$ cat src/rtl/uart_loader_if.sv
// Byte-in / word-out bus of the boot loader.
// master: the loader (consumes uart_rx bytes, drives the memory write port and status).
// slave:  the surrounding system (uart_rx, memory, CPU reset control).
interface uart_loader_if #(
  parameter int ADDR_W = 16
);
  logic [7:0]        rx_data;
  logic              rx_ready;
  logic [ADDR_W-1:0] mem_addr;
  logic [15:0]       mem_data;
  logic              mem_we;
  logic              cpu_hold;
  logic              loading;
  logic              done;
  logic              err;

  modport master (
    input  rx_data, rx_ready,
    output mem_addr, mem_data, mem_we, cpu_hold, loading, done, err
  );

  modport slave (
    output rx_data, rx_ready,
    input  mem_addr, mem_data, mem_we, cpu_hold, loading, done, err
  );
endinterface

$ cat src/rtl/uart_loader.sv
// uart_loader: boot-load sequencer downstream of uart_rx.
// Parses MAGIC, LEN_HI, LEN_LO, LEN x {HI, LO} [, CSUM] and writes each word to memory,
// holding the CPU in reset while loading and releasing it only after a good frame.
// Optional feature macro: UART_LOADER_CHECKSUM_EN (adds a trailing XOR checksum byte).
//
// state     | meaning
// ----------+-------------------------------------------------------------
// S_IDLE    | waiting for MAGIC, other bytes ignored
// S_LEN_HI  | waiting for length high byte
// S_LEN_LO  | waiting for length low byte
// S_DATA_HI | waiting for word high byte (or consuming a pending byte)
// S_DATA_LO | waiting for word low byte
// S_WRITE   | issue the one-cycle write strobe, count the word
// S_CSUM    | waiting for checksum byte (checksum build only)
// S_DONE    | frame good: flag done, release CPU
// S_ERR     | frame aborted: flag err, CPU stays held
module uart_loader #(
  parameter int                ADDR_W       = 16,
  parameter logic [ADDR_W-1:0] BASE_ADDR    = '0,
  parameter logic [7:0]        MAGIC        = 8'hA5,
  parameter int                TIMEOUT_CLKS = 500000
) (
  input  logic          clk,
  input  logic          rst,
  uart_loader_if.master bus
);

  localparam int TMO_W = $clog2(TIMEOUT_CLKS + 1);

`ifdef UART_LOADER_CHECKSUM_EN
  typedef enum logic [3:0] {
    S_IDLE, S_LEN_HI, S_LEN_LO, S_DATA_HI, S_DATA_LO, S_WRITE, S_CSUM, S_DONE, S_ERR
  } state_t;
  // Where the frame goes once the last word (or a zero length) has been handled.
  localparam state_t S_AFTER = S_CSUM;
`else
  typedef enum logic [3:0] {
    S_IDLE, S_LEN_HI, S_LEN_LO, S_DATA_HI, S_DATA_LO, S_WRITE, S_DONE, S_ERR
  } state_t;
  localparam state_t S_AFTER = S_DONE;
`endif

  state_t            state;
  logic              rx_ready_q;
  logic              pending;
  logic [7:0]        pend_data;
  logic [7:0]        len_hi;
  logic [7:0]        byte_hi;
  logic [15:0]       word_cnt;
  logic [TMO_W-1:0]  tmo_cnt;
  logic [ADDR_W-1:0] mem_addr_q;
  logic [15:0]       mem_data_q;
  logic              mem_we_q;
  logic              cpu_hold_q;
  logic              loading_q;
  logic              done_q;
  logic              err_q;
`ifdef UART_LOADER_CHECKSUM_EN
  logic [7:0]        csum_q;
`endif

  logic       strobe;
  logic       in_frame;
  logic       tmo_hit;
  logic       hi_avail;
  logic [7:0] hi_byte;
  logic [15:0] len_word;

  // Byte strobe, frame-state decode and the source of the next high byte.
  always_comb begin
    strobe   = bus.rx_ready & ~rx_ready_q;
    in_frame = (state == S_LEN_HI) || (state == S_LEN_LO) || (state == S_DATA_HI) ||
               (state == S_DATA_LO) || (state == S_WRITE)
`ifdef UART_LOADER_CHECKSUM_EN
               || (state == S_CSUM)
`endif
               ;
    tmo_hit  = in_frame && (tmo_cnt == TMO_W'(TIMEOUT_CLKS));
    hi_avail = pending | strobe;
    hi_byte  = pending ? pend_data : bus.rx_data;
    len_word = {len_hi, bus.rx_data};
  end

  // Frame parser, inter-byte timer and all registered outputs.
  always_ff @(posedge clk or negedge rst) begin
    if (!rst) begin
      state      <= S_IDLE;
      rx_ready_q <= 1'b0;
      pending    <= 1'b0;
      pend_data  <= 8'h00;
      len_hi     <= 8'h00;
      byte_hi    <= 8'h00;
      word_cnt   <= 16'h0000;
      tmo_cnt    <= '0;
      mem_addr_q <= BASE_ADDR;
      mem_data_q <= 16'h0000;
      mem_we_q   <= 1'b0;
      cpu_hold_q <= 1'b0;
      loading_q  <= 1'b0;
      done_q     <= 1'b0;
      err_q      <= 1'b0;
`ifdef UART_LOADER_CHECKSUM_EN
      csum_q     <= 8'h00;
`endif
    end else begin
      rx_ready_q <= bus.rx_ready;
      mem_we_q   <= 1'b0;
      // The address advances in the cycle after the strobe, so it is stable during it.
      if (mem_we_q) mem_addr_q <= mem_addr_q + ADDR_W'(1);

      if ((state == S_IDLE) || strobe) tmo_cnt <= '0;
      else if (in_frame)               tmo_cnt <= tmo_cnt + TMO_W'(1);

      if (tmo_hit) begin
        state   <= S_ERR;
        pending <= 1'b0;
      end else begin
        case (state)
          S_IDLE: begin
            pending <= 1'b0;
            if (strobe && (bus.rx_data == MAGIC)) begin
              state      <= S_LEN_HI;
              done_q     <= 1'b0;
              err_q      <= 1'b0;
              loading_q  <= 1'b1;
              cpu_hold_q <= 1'b1;
              mem_addr_q <= BASE_ADDR;
`ifdef UART_LOADER_CHECKSUM_EN
              csum_q     <= 8'h00;
`endif
            end
          end
          S_LEN_HI: begin
            if (strobe) begin
              len_hi <= bus.rx_data;
`ifdef UART_LOADER_CHECKSUM_EN
              csum_q <= csum_q ^ bus.rx_data;
`endif
              state  <= S_LEN_LO;
            end
          end
          S_LEN_LO: begin
            if (strobe) begin
              word_cnt <= len_word;
`ifdef UART_LOADER_CHECKSUM_EN
              csum_q   <= csum_q ^ bus.rx_data;
`endif
              state    <= (len_word == 16'h0000) ? S_AFTER : S_DATA_HI;
            end
          end
          S_DATA_HI: begin
            if (hi_avail) begin
              byte_hi <= hi_byte;
              pending <= 1'b0;
`ifdef UART_LOADER_CHECKSUM_EN
              csum_q  <= csum_q ^ hi_byte;
`endif
              state   <= S_DATA_LO;
            end
          end
          S_DATA_LO: begin
            if (strobe) begin
              mem_data_q <= {byte_hi, bus.rx_data};
`ifdef UART_LOADER_CHECKSUM_EN
              csum_q     <= csum_q ^ bus.rx_data;
`endif
              state      <= S_WRITE;
            end
          end
          S_WRITE: begin
            mem_we_q <= 1'b1;
            word_cnt <= word_cnt - 16'h0001;
            // A byte landing here belongs to the next word; park it instead of losing it.
            if (strobe) begin
              pending   <= 1'b1;
              pend_data <= bus.rx_data;
            end
            state <= (word_cnt == 16'h0001) ? S_AFTER : S_DATA_HI;
          end
`ifdef UART_LOADER_CHECKSUM_EN
          S_CSUM: begin
            if (hi_avail) begin
              pending <= 1'b0;
              state   <= (hi_byte == csum_q) ? S_DONE : S_ERR;
            end
          end
`endif
          S_DONE: begin
            done_q     <= 1'b1;
            loading_q  <= 1'b0;
            cpu_hold_q <= 1'b0;
            state      <= S_IDLE;
          end
          S_ERR: begin
            err_q     <= 1'b1;
            loading_q <= 1'b0;
            pending   <= 1'b0;
            state     <= S_IDLE;
          end
          default: state <= S_IDLE;
        endcase
      end
    end
  end

  assign bus.mem_addr = mem_addr_q;
  assign bus.mem_data = mem_data_q;
  assign bus.mem_we   = mem_we_q;
  assign bus.cpu_hold = cpu_hold_q;
  assign bus.loading  = loading_q;
  assign bus.done     = done_q;
  assign bus.err      = err_q;

endmodule

$ cat src/flat_wrapper.sv
// flat-port wrapper written by rule: the top's interface ports become plain ports
module uart_loader_flat 
#(
  parameter int                ADDR_W       = 16,
  parameter logic [ADDR_W-1:0] BASE_ADDR    = '0,
  parameter logic [7:0]        MAGIC        = 8'hA5,
  parameter int                TIMEOUT_CLKS = 500000
)
  (clk, rst, bus_rx_data, bus_rx_ready, bus_mem_addr, bus_mem_data, bus_mem_we, bus_cpu_hold, bus_loading, bus_done, bus_err);
  uart_loader_if #(.ADDR_W(ADDR_W)) bus_i ();
  input  logic clk;
  input  logic rst;
  input wire logic [$bits(bus_i.rx_data)-1:0] bus_rx_data;
  input wire logic [$bits(bus_i.rx_ready)-1:0] bus_rx_ready;
  output wire logic [$bits(bus_i.mem_addr)-1:0] bus_mem_addr;
  output wire logic [$bits(bus_i.mem_data)-1:0] bus_mem_data;
  output wire logic [$bits(bus_i.mem_we)-1:0] bus_mem_we;
  output wire logic [$bits(bus_i.cpu_hold)-1:0] bus_cpu_hold;
  output wire logic [$bits(bus_i.loading)-1:0] bus_loading;
  output wire logic [$bits(bus_i.done)-1:0] bus_done;
  output wire logic [$bits(bus_i.err)-1:0] bus_err;
  assign bus_i.rx_data = bus_rx_data;
  assign bus_i.rx_ready = bus_rx_ready;
  assign bus_mem_addr = bus_i.mem_addr;
  assign bus_mem_data = bus_i.mem_data;
  assign bus_mem_we = bus_i.mem_we;
  assign bus_cpu_hold = bus_i.cpu_hold;
  assign bus_loading = bus_i.loading;
  assign bus_done = bus_i.done;
  assign bus_err = bus_i.err;
  uart_loader #(.ADDR_W(ADDR_W), .BASE_ADDR(BASE_ADDR), .MAGIC(MAGIC), .TIMEOUT_CLKS(TIMEOUT_CLKS)) u_core (.clk(clk), .rst(rst), .bus(bus_i));
endmodule
$ cat config.mk
export PLATFORM = sky130hd
export DESIGN_NAME = uart_loader_flat
export DESIGN_NICKNAME = d
export VERILOG_FILES = /design/src/rtl/uart_loader_if.sv /design/src/rtl/uart_loader.sv /design/src/flat_wrapper.sv
export SDC_FILE = /design/constraint.sdc
export NUM_CORES = 1
export LEC_CHECK = 0
export ABC_AREA = 0
export ABC_CLOCK_PERIOD_IN_PS = 2500
export BUFFER_PORTS_ARGS = -buffer_cell sky130_fd_sc_hd__buf_2
export CORE_UTILIZATION = 61
export CTS_BUF_LIST = sky130_fd_sc_hd__clkbuf_2 sky130_fd_sc_hd__clkbuf_4 sky130_fd_sc_hd__clkbuf_8
export DETAILED_ROUTE_END_ITERATION = 10
export PLACE_DENSITY = 0.79
export SYNTH_ARGS = -nofsm -noshare
export SYNTH_HDL_FRONTEND = slang
export SYNTH_SLANG_ARGS = --single-unit
$ cat constraint.sdc
create_clock -name clk -period 2.5 [get_ports clk]
set_input_delay 0 -clock clk [delete_from_list [all_inputs] [get_ports clk]]
set_output_delay 0 -clock clk [all_outputs]
set_load 0.1 [all_outputs]
Word-level counts from Yosys, hierarchy flattened
Index checks and enable logic that the tools add are counted. W data, S select, Z words.

Bits in read-only memories: 0. Memories: 0. Output and inout port bits: 37. Register bits: 102. Bits in latches: 0. RAM bits: 0.

Multiplexer cells: 30. Shift operators: 0. Divide/modulo/power cells: 0. Add/subtract/negate cells: 3. Multipliers: 0. Reductions and logical operators: 27. $lt $le $gt $ge: 0. Bitwise operators: 4. Eq/ne operators: 18.

Operators by type and width (number): $mux W16 (5); $mux W19 (2); $pmux W16 S2 (1); $reduce_and A3 Y1 (9); $mux W4 (6); $pmux W4 S6 (1); $add A19 B1 Y19 const B (1); $eq A19 B19 Y1 const B (1); $add A16 B1 Y16 const B (1); $eq A16 B1 Y1 const B (1); $eq A4 B3 Y1 const B (4); $logic_not A16 Y1 (1); $sub A16 B1 Y16 const B (1); $ne A3 B1 Y1 const B (5); $reduce_bool A2 Y1 (5); $eq A4 B2 Y1 const B (2); $eq A8 B8 Y1 const B (1); $mux W8 (1); $pmux W1 S2 (4); $mux W1 (7); $mux W3 (2); $logic_or A1 B1 Y1 (5); $reduce_and A5 Y1 (1); $eq A4 B1 Y1 const B (1); 11 further kinds (14).

Logic depth before layout (Yosys ltp)
Gate-level depths: netlist of the first run.

Depth after elaboration: 8. Gate-level depth with buffers: 8.

Least setup slack after synthesis of the first run
OpenSTA, ideal clock, no wires.

Path kind: reg2reg. Start point: register u_core.mem_we_q (netlist: u_core.bus.mem_we). End point: register u_core.mem_addr_q[12] (netlist: u_core.bus.mem_addr[12]). Cell stages (with the launch flop): 7. Slack: 0.181 ns. Path buffers: 1. Arrival time: 2.246 ns. Cells stage by stage: dfrtp_1 -> clkbuf_1 -> nand4_1 -> nor3_1 -> nand4_1 -> xor2_1 -> nor2_1.

Word-level cells in the longest chain between the ends: 4.

Ends and longest elaborated chain: from (decl) (RTL line uart_loader.sv:53) `logic mem_we_q;`; from (signal assigned) (RTL line uart_loader.sv:97) `mem_we_q <= 1'b0;`; from (signal assigned) (RTL line uart_loader.sv:107) `mem_we_q <= 1'b0;`; from (signal assigned) (RTL line uart_loader.sv:171) `mem_we_q <= 1'b1;`; $mux W16 * (RTL line uart_loader.sv:109) `if (mem_we_q) mem_addr_q <= mem_addr_q + ADDR_W'(1);`; $mux W16 (RTL line uart_loader.sv:121) `if (strobe && (bus.rx_data == MAGIC)) begin`; $mux W16 (RTL line uart_loader.sv:118) `case (state)`; $mux W16 * (RTL line uart_loader.sv:114) `if (tmo_hit) begin`; to (signal assigned) (RTL line uart_loader.sv:109); to (decl) (RTL line uart_loader.sv:51) `logic [ADDR_W-1:0] mem_addr_q;`.

Mark *: on every way between the ends. The rest lies on a longest branch, timed or not. A chain may end at the register's enable or synchronous reset.

Worst setup path in the final report of the first run
Start point: register u_core.word_cnt[1]. End point: register u_core.word_cnt[12].

Word-level cells in the longest chain between the ends: 2.

Ends and longest elaborated chain: from (decl) (RTL line uart_loader.sv:49) `logic [15:0] word_cnt;`; from (signal assigned) (RTL line uart_loader.sv:144) `word_cnt <= len_word;`; from (signal assigned) (RTL line uart_loader.sv:172) `word_cnt <= word_cnt - 16'h0001;`; $sub A16 B1 Y16 (RTL line uart_loader.sv:172); $pmux W16 S2 (RTL line uart_loader.sv:118).

No other way between the ends.

==> key figures, run 1 <==
Detailed routing
  • DRT Pass-1 Iters: 5
  • Via density: slightly above 6
  • Via count: 3945
  • Wire length per cell: between 15 and 20 um
  • ANT nets after route: 0
  • DRC: 0
  • Iter 0 DRT Violations: approximately 340
  • Total Wirelength: ~11 mm

Global routing
  • Vias in the first global route: just under 4000
  • First-pass GRT wire length: about 19 mm
  • Grt ovf: 0
  • Largest net degree at the start of global routing: 53
  • Global router's overall resource usage: 0.279
  • Antenna violations before repair: 0

Final layout
  • Post-Layout Inst Area: 5700 sq um
  • Layout net count: between 500 and 600
  • Most frequent cells in the layout: dfrtp_1, nor2_1, buf_2
  • Multi-input gate area: between 2000 and 2500 sq um
  • Fillers: about 550
  • Register area: 2530 sq um
  • Area Overhead vs Synth: 13.2%
  • Fraction of layout cells with a size suffix above 1: 0.216
  • Final cell count without fillers: 640
  • Commonest non-fill, non-tap cell in the layout: dfrtp_1
  • Antenna Cells: 0

Clock network
  • Clk slew on worst S/H paths: approximately 90 ps
  • Cell chosen for the clock root: clkbuf_8
  • TritonCTS Buffers: 9
  • Htree depth: 3
  • Post-CTS Setup Inserts: 0
  • Clock latency on the worst-skew pair: 370 ps
  • CTS tree: built
  • # hold bufs at CTS: 10
  • CTS Buffer Depth: 2
  • # resized after CTS: 0
  • Clock Sinks: ~100

Worst setup path
  • Critical Path Start: u_core.word_cnt[1]$_DFFE_PN0P_
  • Setup CP Type: reg2reg
  • Worst R2R Path Depth: 7
  • Slowest stage delay, CP: about 560 ps
  • CP Capture Type: register
  • WP data arrival: roughly 2600 ps
  • Critical Path Fanout Max: 5
  • Startpoint types: register
  • WP depth: 7
  • Worst endpoint required time: 2780 ps
  • Slowest cell on crit path: or4b_1
  • Crit-path cells: inv_1 -> ha_1 -> or4b_1 -> nor3_1 -> nand2_1 -> a21oi_1 -> a2bb2oi_1
  • Worst reg2reg endpoint: u_core.word_cnt[12]$_DFFE_PN0P_
  • Top delay family on crit path: simple AND/OR/NAND/NOR gates
  • R2r setup slk: approximately 220 ps
  • Reg2reg start: u_core.word_cnt[1]$_DFFE_PN0P_
  • Crit path to: u_core.word_cnt[12]$_DFFE_PN0P_
  • CP bufs+invs: 1

Place
  • Placed cell area: 5370 sq um
  • Post-detail-place hpwl: 7.40 mm
  • Count of input and output buffers: 47
  • Place WS: about 260 ps
  • Post-Place Cells: 614
  • Final GP Congestion: around 0.86

Timing
  • Rel. slew slack: 0.511
  • PnR worst setup slack: 221 ps
  • Final setup TNS: 0 ps
  • Skew final: ~13 ps
  • Final setup fails: 0
  • RSZ-0062 raised after global routing: no
  • Tightest Pin Transition: around 730 ps
  • Max Slew Vio Count: 0
  • Fmax: between 400 and 500 MHz
  • Period utilization: 0.911
  • Fin. Hold Viols: 0
  • Final min period: between 2000 and 2500 ps

Die
  • DIE AREA: about 8600 sq um
  • Core area: 7850 sq um
  • Starting density of the core: 0.642
  • Vert. Die Dim: approximately 93 um
  • Die width: 92.9 um
  • Row count: 32
  • # IOs: 48

Yosys
  • Ranking of synthesized cells by area: dfrtp_1, mux2_2, nor2_1
  • Ys async rst share: 1.00
  • Synth Area in Compound Gates: 0.116
  • Adder-Cell Fraction of Synth Area: 0.0124
  • Share of the yosys chip area belonging to registers: 0.502
  • Ys flop type: dfrtp_1
  • EDFF count, synth: 0
  • Synth cell types: 61
  • Flops & latches, synth: approximately 100
  • Mapped Area: 5040 sq um
  • Post-synth top area share: 0.502
  • Largest family of logic cells by synthesized area: simple AND/OR/NAND/NOR gates
  • Post-Synth Simple-Gate Area: 0.185
  • Yosys warns: 0
  • Post-Synth XOR/XNOR Area: 0.0487
  • Syn nets: roughly 500
  • Yosys top cell by area: dfrtp_1
  • Mux cell area share after synthesis: 0.103
  • Syn Inst Count: between 400 and 500
  • Avg Cell Area, Syn: 10.5 sq um

Pwr
  • Internal power: around 3.6 mW
  • Flop pwr share: 0.374
  • Logic pwr share: 0.455
  • Leakage: between 2 and 2.5 nW
  • Switching share of power: 0.478
  • P_sw: around 3.3 mW
  • Clock Power Share: 0.170
  • Max VDD drop: 0.669 mV
  • Power density over cell area: between 1000 and 1500 nW/um^2

Run
  • Maxcap violations: 0

Outcome
  • Status: complete, no violations

Hold path
  • HP Class: in2async
-- worst reg2reg max path: stages (launching register included) --
cell and delay, ps:
dfrtp_1 400, inv_1 120, ha_1 240, or4b_1 560, nor3_1 390, nand2_1 140
a21oi_1 180, a2bb2oi_1 180
-- Yosys cell counts, types with 6 or more instances --
library cell and count:
a21oi_1 27, a31oi_1 6, clkbuf_1 15, dfrtp_1 101, inv_1 13, mux2_2 23, mux2_4 10, mux2i_1 11
nand2_1 28, nand3_1 15, nand4_1 14, nor2_1 63, nor3_1 9, o21ai_0 18, o22ai_1 8, or3_1 6
or4_1 6, xor2_1 23
-- power by group through the flow --
stage / combinational [mW] / sequential (mW) / clock [mW]
final: 3.15 / 2.59 / 1.18
after floorplan: 1.35 / 3.70 / 0
after global routing: 3.36 / 2.66 / 1.25
after CTS: 3.14 / 2.57 / 1.20
after global placement: 3.04 / 2.56 / 0
after detailed placement: 3.11 / 2.60 / 0
-- routing by layer --
| layer | track usage | vias to the layer above | wire (um) |
|---|---|---|---|
| met5 | 0 | - | 0 |
| met4 | 0.106 | 0 | 242 |
| met3 | 0.0509 | 27 | 567 |
| met2 | 0.469 | 152 | 5470 |
| met1 | 0.360 | 1924 | 4720 |
| li1 | - | 1842 | - |
-- registers in the layout, indices dropped and copies added, names as in the netlist --
register	flops
u_core.pending	1
u_core.bus.mem_data	16
u_core.rx_ready_q	1
u_core.byte_hi	8
u_core.state	3
u_core.bus.err	1
u_core.bus.done	1
u_core.bus.loading	1
u_core.word_cnt	16
u_core.bus.mem_we	1
u_core.bus.mem_addr	16
u_core.len_hi	8
u_core.pend_data	8
u_core.bus.cpu_hold	1
u_core.tmo_cnt	19
-- kinds of logic (layout without fill, tap and decap cells) --
family / after synthesis / count (layout)
simple gates: 175 / 175
mux: 44 / 44
compound gates: 90 / 90
xor+xnor: 28 / 28
fa+ha+maj: 5 / 5
flops: 101 / 101
buf+inv: 35 / 95
-- stage by stage --
step	hold WS, ps	utilization	total power, mW
2_1_floorplan	-296	-	5.05
3_3_place_gp	71.8	0.685	5.59
3_5_place_dp	79.8	0.685	5.71
4_1_cts	229	0.727	6.92
5_1_grt	268	0.727	7.27
6_report	204	0.727	6.92
-- worst min-delay path by stage --
stage | cells after the start | to | from | slack (ps)
global placement | 1 | u_core.tmo_cnt[8]$_DFFE_PN0P_ | rst | 70
finish | 2 | u_core.tmo_cnt[8]$_DFFE_PN0P_ | rst | 200
floorplan | 0 | u_core.bus.cpu_hold$_DFFE_PN0P_ | rst | -300
CTS | 2 | u_core.tmo_cnt[8]$_DFFE_PN0P_ | rst | 230
global route | 2 | u_core.tmo_cnt[8]$_DFFE_PN0P_ | rst | 270
detailed placement | 1 | u_core.tmo_cnt[8]$_DFFE_PN0P_ | rst | 80
-- final cells by class --
type                       count  area share
sequential                   101       0.443
multi-input combinational    342       0.412
clock inverter                 6      0.0162
inverter                      13     0.00856
tap                          102      0.0224
timing repair buffer          66      0.0733
clock buffer                  10      0.0241
Power figures use the tool's default switching activity.
==> run 2, diff against run 1 <==
--- a/config.mk
+++ b/config.mk
@@ -12,6 +12,8 @@
 export CTS_BUF_LIST = sky130_fd_sc_hd__clkbuf_2 sky130_fd_sc_hd__clkbuf_4 sky130_fd_sc_hd__clkbuf_8
 export DETAILED_ROUTE_END_ITERATION = 10
 export PLACE_DENSITY = 0.79
+export RECOVER_POWER = 50
+export SKIP_LAST_GASP = 1
 export SYNTH_ARGS = -nofsm -noshare
 export SYNTH_HDL_FRONTEND = slang
 export SYNTH_SLANG_ARGS = --single-unit
==> key figures, run 2 (synthesis results as in run 1) <==
Detailed routing
  • ANT nets after route: 0 (unchanged)
  • Via count: 3944 (-0.025%)
  • Via density: 6.16 (about the same)
  • Wire length per cell: 17.3 um (+0.34%)
  • Iter 0 DRT Violations: 288 (-16%)
  • DRC: 0 (unchanged)
  • Total Wirelength: 11.0 mm (+0.34%)
  • DRT Pass-1 Iters: 5 (unchanged)

Die
  • DIE AREA: 8620 sq um (unchanged)
  • # IOs: 48 (unchanged)
  • Core area: 7850 sq um (unchanged)
  • Vert. Die Dim: 92.9 um (unchanged)
  • Row count: 32 (unchanged)
  • Starting density of the core: 0.642 (unchanged)
  • Die width: 92.9 um (unchanged)

Final layout
  • Most flop-heavy register: u_core.tmo_cnt
  • Max FFs per register: 19 (unchanged)
  • Final cell count without fillers: 640 (unchanged)
  • Fillers: 561 (+1.4%)
  • Antenna Cells: 0 (unchanged)
  • Most frequent cells in the layout: dfrtp_1, nor2_1, nand2_1, buf_2, a21oi_1
  • Area Overhead vs Synth: 12.5%
  • Multi-input gate area: 2350 sq um (unchanged)
  • Fraction of layout cells with a size suffix above 1: 0.182 (-0.0335)
  • Commonest non-fill, non-tap cell in the layout: dfrtp_1
  • Register area: 2530 sq um (unchanged)
  • Layout net count: 549 (unchanged)
  • Post-Layout Inst Area: 5670 sq um (-0.66%)

Timing
  • Fin. Hold Viols: 0 (unchanged)
  • Skew final: 13.3 ps (-0.172 ps)
  • Rel. slew slack: 0.134 (-0.377)
  • Period utilization: 0.906 (-0.00570)
  • Max Slew Vio Count: 0 (unchanged)
  • Tightest Pin Transition: 1300 ps (+566 ps)
  • Fmax: 442 MHz (+0.63%)
  • Final min period: 2260 ps (-14.3 ps)
  • RSZ-0062 raised after global routing: no
  • Final setup fails: 0 (unchanged)
  • Final setup TNS: 0 ps (unchanged)

Worst setup path
  • Crit path to: u_core.word_cnt[12]$_DFFE_PN0P_
  • Worst reg2reg endpoint: u_core.word_cnt[12]$_DFFE_PN0P_
  • Slowest stage delay, CP: 560 ps (about the same)
  • WP data arrival: 2550 ps (about the same)
  • R2r setup slk: 240 ps (about the same)
  • Worst R2R Path Depth: 7 (unchanged)
  • Startpoint types: register
  • Setup CP Type: reg2reg
  • Critical Path Start: u_core.word_cnt[1]$_DFFE_PN0P_
  • CP Capture Type: register
  • Reg2reg start: u_core.word_cnt[1]$_DFFE_PN0P_
  • Crit-path cells: inv_1 -> ha_1 -> or4b_1 -> nor3_1 -> nand2_1 -> a21oi_1 -> a2bb2oi_1
  • Slowest cell on crit path: or4b_1
  • Worst endpoint required time: 2790 ps (about the same)
  • Critical Path Fanout Max: 5 (unchanged)

Clock network
  • CTS tree: built
  • # resized after CTS: 0 (unchanged)
  • CTS Buffer Depth: 2 (unchanged)
  • TritonCTS Buffers: 9 (unchanged)
  • Htree depth: 3 (unchanged)
  • Post-CTS Setup Inserts: 0 (unchanged)
  • Clk slew on worst S/H paths: 90 ps (about the same)
  • Cell chosen for the clock root: clkbuf_8
  • Clock latency on the worst-skew pair: 370 ps (about the same)
  • Clock Sinks: 101 (unchanged)

Place
  • Post-detail-place hpwl: 7.40 mm (unchanged)
  • Placed cell area: 5370 sq um (unchanged)
  • Count of input and output buffers: 47 (unchanged)
  • Final GP Congestion: 0.857 (unchanged)
  • Post-Place Cells: 614 (unchanged)

Global routing
  • First-pass GRT wire length: 18.8 mm (unchanged)
  • Largest net degree at the start of global routing: 53 (unchanged)
  • Antenna violations before repair: 0 (unchanged)
  • Vias in the first global route: 3919 (unchanged)
  • Global router's overall resource usage: 0.279 (unchanged)
  • Grt ovf: 0 (unchanged)

Hold path
  • HP Class: in2reg
  • Hold depth: 2

Pwr
  • Max VDD drop: 0.665 mV (-0.53%)
  • Leakage: 2.42 nW (-2.7%)
  • Power density over cell area: 1220 nW/um^2 (+0.48%)

Outcome
  • Status: complete, no violations

Run
  • Maxcap violations: 0 (unchanged)
-- run 2: cell types whose count changed in the layout (fill, tap and decap cells not counted), sizes merged --
cell / change
buf: -20
clkbuf: +20
-- run 2: critical path, delay by kind of cell (launching register included) --
family                   cells  cell delay, ps
AND/OR/NAND/NOR              3            1090
AO/OA/AOI/OAI                2             360
adder cells (fa/ha/maj)      1             230
buffers and inverters        1             110
flip-flops                   1             400
-- run 2: worst min-delay path by stage --
| stage | startpoint | to | slack [ps] |
|---|---|---|---|
| final | bus_rx_ready | u_core.rx_ready_q$_DFF_PN0_ | 320 |
| after global routing | bus_rx_ready | u_core.rx_ready_q$_DFF_PN0_ | 340 |
| after CTS | rst | u_core.tmo_cnt[8]$_DFFE_PN0P_ | 230 |
| after detailed placement | rst | u_core.tmo_cnt[8]$_DFFE_PN0P_ | 80 |
| after global placement | rst | u_core.tmo_cnt[8]$_DFFE_PN0P_ | 70 |
| after floorplan | rst | u_core.bus.cpu_hold$_DFFE_PN0P_ | -300 |
-- run 2: stage by stage --
step / worst slack [ps] / hold slack (ps) / power (mW) / utilization
detailed placement: 263 / 79.8 / 5.71 / 0.685
floorplan: 181 / -296 / 5.05 / -
finish: 236 / 318 / 6.90 / 0.722
global route: 105 / 342 / 7.25 / 0.722
global placement: 316 / 71.8 / 5.59 / 0.685
CTS: 250 / 229 / 6.92 / 0.727
-- run 2: routing by layer --
metal,part of all wire,track usage
met5,0,0
met4,0.023,0.106
met3,0.046,0.0509
met2,0.50,0.469
met1,0.43,0.360
-- run 2: what timing repair did --
action | 4_1_cts | 5_1_grt
endpoints found under the hold margin | 74 | 0
hold buffers | 10 | 0
setup endpoints to repair | 0 | 0
-- run 2: area by class of cell --
type	instances	share of cell area
clock inverter	6	0.0163
timing repair buffer	66	0.0671
clock buffer	10	0.0243
multi-input combinational	342	0.415
tap	102	0.0225
sequential	101	0.446
inverter	13	0.00861
-- run 2: power breakdown --
group | total [mW] | switching, mW | internal (mW)
clock network | 1.18 | 0.586 | 0.598
registers | 2.59 | 0.470 | 2.12
logic | 3.13 | 2.26 | 0.864
